**config.mk**
```make
export PLATFORM = sky130hd
export DESIGN_NAME = floo_mcast_fork_ctrl
export DESIGN_NICKNAME = d
export VERILOG_FILES = /design/src/rtl/floo_mcast_fork_ctrl.sv
export SDC_FILE = /design/constraint.sdc
export NUM_CORES = 1
export LEC_CHECK = 0
export ABC_CLOCK_PERIOD_IN_PS = 3200
export BUFFER_PORTS_ARGS = -buffer_cell sky130_fd_sc_hd__buf_2
export CORE_MARGIN = 2
export CORE_UTILIZATION = 38
export DETAILED_ROUTE_END_ITERATION = 16
export PLACE_DENSITY = 0.95
export SLEW_MARGIN = 20
export SYNTH_ARGS = -nofsm -noshare
export SYNTH_HDL_FRONTEND = slang
export SYNTH_SLANG_ARGS = --single-unit
```
**constraint.sdc**
```tcl
create_clock -name clk_i -period 3.2 [get_ports clk_i]
set_input_delay 0.16 -clock clk_i [delete_from_list [all_inputs] [get_ports clk_i]]
set_output_delay 0.16 -clock clk_i [all_outputs]
set_load 0.01 [all_outputs]
```
**src/rtl/floo_mcast_fork_ctrl.sv**
```systemverilog
// ---------------------------------------------------------------------------
// floo_mcast_fork_ctrl
//
// Purpose:
//   Output-side fork controller that sits after route selection. It copies
//   one upstream flit's valid to every output named in a multi-hot route
//   mask. It remembers which outputs have already taken the flit and releases
//   the upstream side only when every selected output has accepted it. The
//   route mask is held for a whole wormhole packet, from the first flit up to
//   and including the flit with hdr.last set.
//
// Optional feature:
//   FLOO_MCAST_FORK_STATS_EN - adds stat_mcast_cnt_o. This saturating counter
//   counts consumed flits that went to two or more outputs.
//
// Ports:
//   clk_i            clock
//   rst_ni           asynchronous active-low reset
//   valid_i          upstream flit valid
//   ready_o          flit accepted by all selected outputs
//   channel_i        upstream flit (must contain hdr.last)
//   route_sel_i      route mask (one-hot unicast, multi-hot multicast)
//   valid_o          per-output valid
//   ready_i          per-output ready
//   channel_o        flit broadcast to all outputs (combinational copy)
//   stat_mcast_cnt_o multicast flit counter (only with the stats macro)
//   busy_o           flit partially delivered or packet locked
//   err_o            one-cycle pulse after an empty mask was consumed
// ---------------------------------------------------------------------------

package floo_mcast_fork_ctrl_pkg;

  typedef struct packed {
    logic       last;
    logic [3:0] dst;
  } hdr_t;

  typedef struct packed {
    hdr_t        hdr;
    logic [31:0] data;
  } flit_t;

endpackage

module floo_mcast_fork_ctrl #(
  parameter int unsigned NumRoutes = 5,
  parameter type         flit_t    = floo_mcast_fork_ctrl_pkg::flit_t,
  parameter int unsigned CntWidth  = 16
) (
  input  logic                 clk_i,
  input  logic                 rst_ni,
  input  logic                 valid_i,
  output logic                 ready_o,
  input  flit_t                channel_i,
  input  logic [NumRoutes-1:0] route_sel_i,
  output logic [NumRoutes-1:0] valid_o,
  input  logic [NumRoutes-1:0] ready_i,
  output flit_t                channel_o,
`ifdef FLOO_MCAST_FORK_STATS_EN
  output logic [CntWidth-1:0]  stat_mcast_cnt_o,
`endif
  output logic                 busy_o,
  output logic                 err_o
);

  logic [NumRoutes-1:0] r_sent;
  logic                 r_locked;
  logic [NumRoutes-1:0] r_sel;
  logic                 r_err;

  logic [NumRoutes-1:0] w_sel;
  logic                 w_done;
  logic                 w_consume;

  // Inside a packet the latched mask wins, so body flits follow the head.
  assign w_sel = r_locked ? r_sel : route_sel_i;

  // An output counts as finished if it was never selected, has already taken
  // the flit, or is taking it now.
  assign w_done    = &(~w_sel | r_sent | ready_i);
  assign w_consume = valid_i & w_done;

  assign valid_o   = {NumRoutes{valid_i}} & w_sel & ~r_sent;
  assign ready_o   = w_consume;
  assign channel_o = channel_i;
  assign busy_o    = r_locked | (|r_sent);
  assign err_o     = r_err;

  // If valid_i drops mid-flit, every register keeps its value. A consumed
  // flit clears the delivery record. A non-last flit locks the mask, which is
  // captured only on the head flit.
  always_ff @(posedge clk_i or negedge rst_ni) begin
    if (!rst_ni) begin
      r_sent   <= '0;
      r_locked <= 1'b0;
      r_sel    <= '0;
      r_err    <= 1'b0;
    end else begin
      r_err <= valid_i & ~(|w_sel);
      if (valid_i) begin
        if (w_done) begin
          r_sent <= '0;
          if (!channel_i.hdr.last) begin
            r_locked <= 1'b1;
            if (!r_locked) begin
              r_sel <= w_sel;
            end
          end else begin
            r_locked <= 1'b0;
          end
        end else begin
          r_sent <= r_sent | (valid_o & ready_i);
        end
      end
    end
  end

`ifdef FLOO_MCAST_FORK_STATS_EN
  logic [CntWidth-1:0] r_mcastCnt;
  logic                w_multi;

  // Clearing the lowest set bit leaves a non-zero value only when two or
  // more bits were set.
  assign w_multi          = |(w_sel & (w_sel - NumRoutes'(1)));
  assign stat_mcast_cnt_o = r_mcastCnt;

  // The counter saturates at all-ones instead of wrapping.
  always_ff @(posedge clk_i or negedge rst_ni) begin
    if (!rst_ni) begin
      r_mcastCnt <= '0;
    end else if (w_consume && w_multi && (r_mcastCnt != '1)) begin
      r_mcastCnt <= r_mcastCnt + CntWidth'(1);
    end
  end
`else
  // The counter width matters only when the statistics counter is built.
  if (CntWidth == 0) begin : g_noCnt
  end
`endif

endmodule

```
==> impl_metrics.yaml, run 1 <==
status:
  status: "completed"
power:
  combPwrFrac_pct: 45.8
  seq_power_share_pct: 38.8
  powerDensity_mw_per_mm2: 936.8
  leakagePower_nw: 0.4278
  pwr-share-clk_pct: 15.4
  switching_share_pct: 38.19
  power_switching_mw: 0.2950
  p_int_mw: 0.4775
  irDropWorstVdd_mv: 0.4537
grt:
  grt_usage_pct: 13.97
  grt_overflow: 0
  grt_antenna_before_repair: 0
  grt_pass1_wl_um: 2760
  grt_max_degree: 13
  grt_pass1_vias: 630
synthesis:
  ys_ff_latch: 12
  syn-num-nets: 145
  ys_seq_area_share_pct: 32.30
  netlist_top_cells_area: "dfrtp_1, buf_4, mux2_4"
  synth_top_area_cell: "dfrtp_1"
  synth_warnings: 0
  async_flop_share_pct: 100.0
  synth_top_area_share_pct: 32.30
  yosysMostFrequentCell: "buf_4"
  synth_edf_count: 0
  syn_area_um2: 929.6
  synth_flop_cell: "dfrtp_1"
  synth_common_cells: "buf_4, dfrtp_1, nor2_1, a21oi_1, mux2_4"
  synthCells: 95
  syn-mean-instance-area_um2: 9.786
  yosys.cell_types.count: 21
placement:
  pre_cts_ws_ps: 783.7
  place_congestion: 0.7919
  hpwl_um: 1416
  port-buffer-count: 22
  dpl_cell_area_um2: 778.2
timing:
  drv_slew: 0
  rsz0062_at_grt: "no"
  hold_viol: 0
  setup_tns_ps: 0
  fin_crit_sh_pct: 75.57
  worst_pin_slew_ps: 624.3
  fmax_mhz: 413.5
  skew_ps: 3.805
  slew_headroom_pct: 58.16
  finalSetupViolCount: 0
  fin_crit_ps: 2418
  setup_ws_ps: 781.8
clocking:
  cts_resized: 0
  cts_setup_buffers: 0
  clk_path_buf_depth: 2
  cts_num_sinks: 12
  root_buffer: "clkbuf_4"
  numCtsBuffers: 3
  clk_pin_slew_ps: 70
  htreeDepth: 1
  insertion_delay_ps: 280
  cts_tree: "done"
cells_and_area:
  final_cell_area_um2: 824.5
  fillers: 244
  nNetsFinal: 134
  num_antenna_cells: 0
  final_core_util_pct: 36.57
  multiInputGateArea_um2: 332.8
  syn2layout_area_growth_pct: -11.31
  seqCellArea_um2: 300.3
  drive_gt1_share_pct: 45.78
setup_path:
  critPathCaptureType: "output pin"
  startpoint_type: "flip-flop"
  rr_startpoint: "r_locked"
  cp_max_fo: 11
  worstPathRequired_ps: 3040
  crit_start: "r_locked"
  arrival_ps: 2260
  path_class: "reg2out"
die:
  initial_core_util_pct: 41.23
  die_height_um: 53.46
  rows: 17
  pin_count: 95
  dieArea_mm2: 0.002858
  coreArea_mm2: 0.002255
  die_w_um: 53.46
routing:
  wl_per_cell_um: 15.92
  first_pass_iters: 4
  wl_um: 1767
  drtIter0Drc: 10
  drc: 0
  via_per_inst: 5.234
  dr_total_vias: 581
  detail-route-antenna-nets: 0
run:
  max_cap_viol_count: 0
worst_hold_path:
  hp-start: "channel_i[36]"
  min_path_type: "in2reg"
[critical path, cell delays in order (launching register included)]
cell     delay, ps
dfrtp_1        600
mux2_4         370
a22o_1         220
nor3_2         540
buf_2          250
[flip-flops by register name (all words and copies together), names as in the netlist]
name	cells
r_sel	5
err_o	1
r_sent	5
r_locked	1
[metal layers]
metal	track usage (%)	up-vias	wire length, um
li1	-	263	-
met1	13.44	264	627
met2	22.22	39	810
met3	6.780	15	220
met4	11.54	0	108
met5	0	-	0
[through the flow]
stage / cells / hold WS, ps / total power [mW]
global route: 111 / 100.1 / 0.8311
global placement: 106 / 41.79 / 0.6312
floorplan: 95 / -135.6 / 0.6126
finish: 111 / 103.3 / 0.7724
detailed placement: 106 / 47.69 / 0.6520
CTS: 111 / 95.72 / 0.7724
[power by group through the flow]
stage                     logic, mW  registers [mW]  clock network (mW)
final                         0.354           0.300               0.119
after global routing          0.391           0.310               0.130
after CTS                     0.353           0.297               0.122
after detailed placement      0.352           0.300                   0
after global placement        0.337           0.294                   0
after floorplan               0.349           0.264                   0
[layout make-up]
type                       count  area share, %
tap                           28          4.249
multi-input combinational     44          40.36
clock buffer                   4          4.401
timing repair buffer          23          14.57
sequential                    12          36.42
[repair_timing]
action	CTS	global route
hold buffers	1	0
hold endpoints to repair	12	0
setup endpoints to repair	0	0
[cells in the final DEF, fill, tap and decap left out, drive strengths merged]
master and instances:
mux2i 3, o31ai 1, buf 22, nor2 10, and3b 2, a22o 1
dfrtp 12, nor3 1, dlygate4sd3 1, o32ai 1, a31oi 1, nand2 2
nor4 2, nor3b 3, mux2 8, or2 1, clkbuf 4, a21oi 7
and3 1
[path summary, 6_finish.rpt]
check	cells after the start	slack, ps	to
min reg2reg	1	550	r_sel[3]
min in group asynchronous	2	280	r_sel[2]
min	2	100	r_locked
max in group asynchronous	2	2700	r_sent[4]
max reg2reg	5	780	r_sel[2]
max	4	780	ready_o
[logic make-up after synthesis]
group,Yosys count,synth area share (%)
buf+inv,39,31.90
flops,12,32.30
compound gates,11,7.134
mux,11,15.34
simple gates,22,13.33
(Power assumes the default switching activity.)
==> inputs of run 2 (changes only) <==
ABC_AREA = 1   (was default)
ABC_CLOCK_PERIOD_IN_PS = 2500   (was 3200)
CORE_UTILIZATION = 37   (was 38)
PLACE_DENSITY = 0.91   (was 0.95)
clock period = 2.5 ns   (was 3.2 ns; I/O delays follow)
==> run 2 against run 1 <==
  * Utilization shrank 1.5 points
  * Wire length grew 6.8%
  * Count of clock-buffer cells in the layout unchanged
  * Critical path depth up 5
  * Worst hold slack better by 11 ps
  * Worst setup slack lost 51 ps
  * Non-clock buffer count did not move
==> impl_metrics.yaml, run 2 <==
status:
  status: "completed"
clocking:
  clk_pin_slew_ps: 80
  root_buffer: "clkbuf_4"
  cts_resized: 0
  cts_tree: "done"
  insertion_delay_ps: 280
  cts_setup_buffers: 0
  clk_path_buf_depth: 2
  htreeDepth: 1
  numCtsBuffers: 3
  cts_num_sinks: 12
  hold_buffers: 1
grt:
  grt_max_degree: 13
  grt_pass1_wl_um: 3167
  grt_usage_pct: 13.06
  grt_pass1_vias: 694
  grt_overflow: 0
  grt_antenna_before_repair: 0
power:
  powerDensity_mw_per_mm2: 1100
  leakagePower_nw: 0.5426
  irDropWorstVdd_mv: 0.4135
synthesis:
  yosys.cell_types.count: 18
  async_flop_share_pct: 100.0
  synth_flop_cell: "dfrtp_1"
  syn-mean-instance-area_um2: 7.713
  ys_seq_area_share_pct: 29.06
  syn-num-nets: 184
  synth_warnings: 0
  synth_top_area_share_pct: 29.06
  synth_common_cells: "buf_4, nand2_1, inv_1, dfrtp_1, nand3_1"
  ys_ff_latch: 12
  synth_top_area_cell: "dfrtp_1"
  yosysMostFrequentCell: "buf_4"
  syn_area_mm2: 0.001033
  synthCells: 134
  netlist_top_cells_area: "dfrtp_1, buf_4, nand2_1"
  synth_edf_count: 0
setup_path:
  rr_startpoint: "r_locked"
  crit_path_end: "ready_o"
  path_class: "reg2out"
  critPathTopFamily: "simple AND/OR/NAND/NOR gates"
  max_stage_delay_ps: 450
  critPathCaptureType: "output pin"
  path_common_cell: "nand2_4"
  startpoint_type: "flip-flop"
  r2r_slack_ps: 1120
  timing.rr.end: "r_sent[2]"
  worstPathRequired_ps: 2380
  cp_num_buf_inv: 3
  cp_num_cells: 9
  path_cells: "inv_2 > nand2_1 > nand2_2 > nand3b_4 > nand2_4 > nor2_8 > nand2_4 > inv_6 > buf_2"
  ff2ff_path_depth: 9
  arrival_ps: 1640
  worst_path_max_delay_cell: "dfrtp_1"
  crit_start: "r_locked"
  cp_max_fo: 8
placement:
  port-buffer-count: 22
  hpwl_um: 1539
  place_congestion: 0.8819
  pre_cts_ws_ps: 1043
timing:
  hold_ws_ps: 114.0
  setup_tns_ps: 0
  fmax_mhz: 565.2
  fin_crit_sh_pct: 70.77
  rsz0062_at_grt: "no"
  finalSetupViolCount: 0
  hold_viol: 0
  setup_ws_ps: 730.8
  fin_crit_ps: 1769
  slew_headroom_pct: 81.82
  skew_ps: 4.498
  drv_slew: 0
  worst_pin_slew_ps: 270.2
cells_and_area:
  nNetsFinal: 175
  final_core_util_pct: 35.09
  drive_gt1_share_pct: 36.29
  syn2layout_area_growth_pct: -7.990
  layout_common_cells: "nand2_1, buf_2, inv_1, dfrtp_1, nand3_1"
  final_common_cell: "nand2_1"
  multiInputGateArea_um2: 386.6
  num_antenna_cells: 0
  fillers: 287
  seqCellArea_um2: 300.3
  reg_top3: "r_sel (5), r_sent (5)"
routing:
  drtIter0Drc: 17
  wl_per_cell_um: 12.17
  dr_total_vias: 738
  detail-route-antenna-nets: 0
  via_per_inst: 4.761
  wl_um: 1887
  first_pass_iters: 4
  drc: 0
worst_hold_path:
  min_path_type: "in2reg"
  hp-start: "ready_i[3]"
  holdPathStages: 3
die:
  die_w_um: 56.85
  coreArea_mm2: 0.002710
  rows: 19
  pin_count: 95
  initial_core_util_pct: 38.13
  dieArea_mm2: 0.003232
  die_height_um: 56.85
run:
  max_cap_viol_count: 0
==> run 2: cell types whose count changed after synthesis, moves of 4 or more <==
cell and change:
nor2_1 -5, nand3_1 +8, inv_1 +15, nand2_4 +4
nand2_1 +27, mux2_4 -6, nand2_2 +4
==> run 2: cell families after synthesis <==
| family | after synthesis | share of synthesized area [%] |
|---|---|---|
| AO/OA/AOI/OAI | 5 | 2.421 |
| buffers and inverters | 54 | 33.53 |
| flip-flops | 12 | 29.06 |
| AND/OR/NAND/NOR | 63 | 34.99 |
==> run 2: layout make-up <==
class                      count  area share [%]
inverter                      17           7.237
sequential                    12           31.58
clock buffer                   4           3.816
timing repair buffer          23           12.63
multi-input combinational     68           40.66
tap                           31           4.079
==> run 2: layer usage <==
layer	wire, um	GRT usage [%]	up-vias
met3	164	3.456	5
met1	769	16.03	341
met4	49	8.306	0
met5	0	0	-
met2	903	20.10	36
li1	-	-	356
==> run 2: worst reg2reg max path, cell delays in order, from the launching register on <==
cell and delay (ps):
dfrtp_1 450, inv_2 110, nand2_1 90, nand2_2 90, nand3b_4 100, nand2_4 60
nor2_8 160, nand2_4 90, inv_6 90, nor2_1 40
==> run 2: stage by stage <==
step | instance area, um2 | total power [mW] | std cells
6_report | 950.9 | 1.046 | 155
5_1_grt | 950.9 | 1.143 | 155
4_1_cts | 950.9 | 1.050 | 155
3_5_place_dp | 904.6 | 0.8898 | 150
3_3_place_gp | 904.6 | 0.8745 | 150
2_1_floorplan | 1033 | 0.8131 | 134
==> run 2: worst min-delay path by stage <==
stage | to | slack [ps]
after floorplan | err_o | -170
after global placement | r_sel[4] | 10
after detailed placement | r_sel[4] | 20
after CTS | r_sent[3] | 110
after global routing | err_o | 120
final | r_sent[3] | 110
==> run 2: where the power goes <==
group	internal [mW]	leakage, nW	total [mW]	switching, mW
clock network	0.0886	0.0210	0.158	0.0698
logic	0.194	0.367	0.540	0.347
registers	0.280	0.155	0.348	0.0677
total	0.562	0.543	1.05	0.484
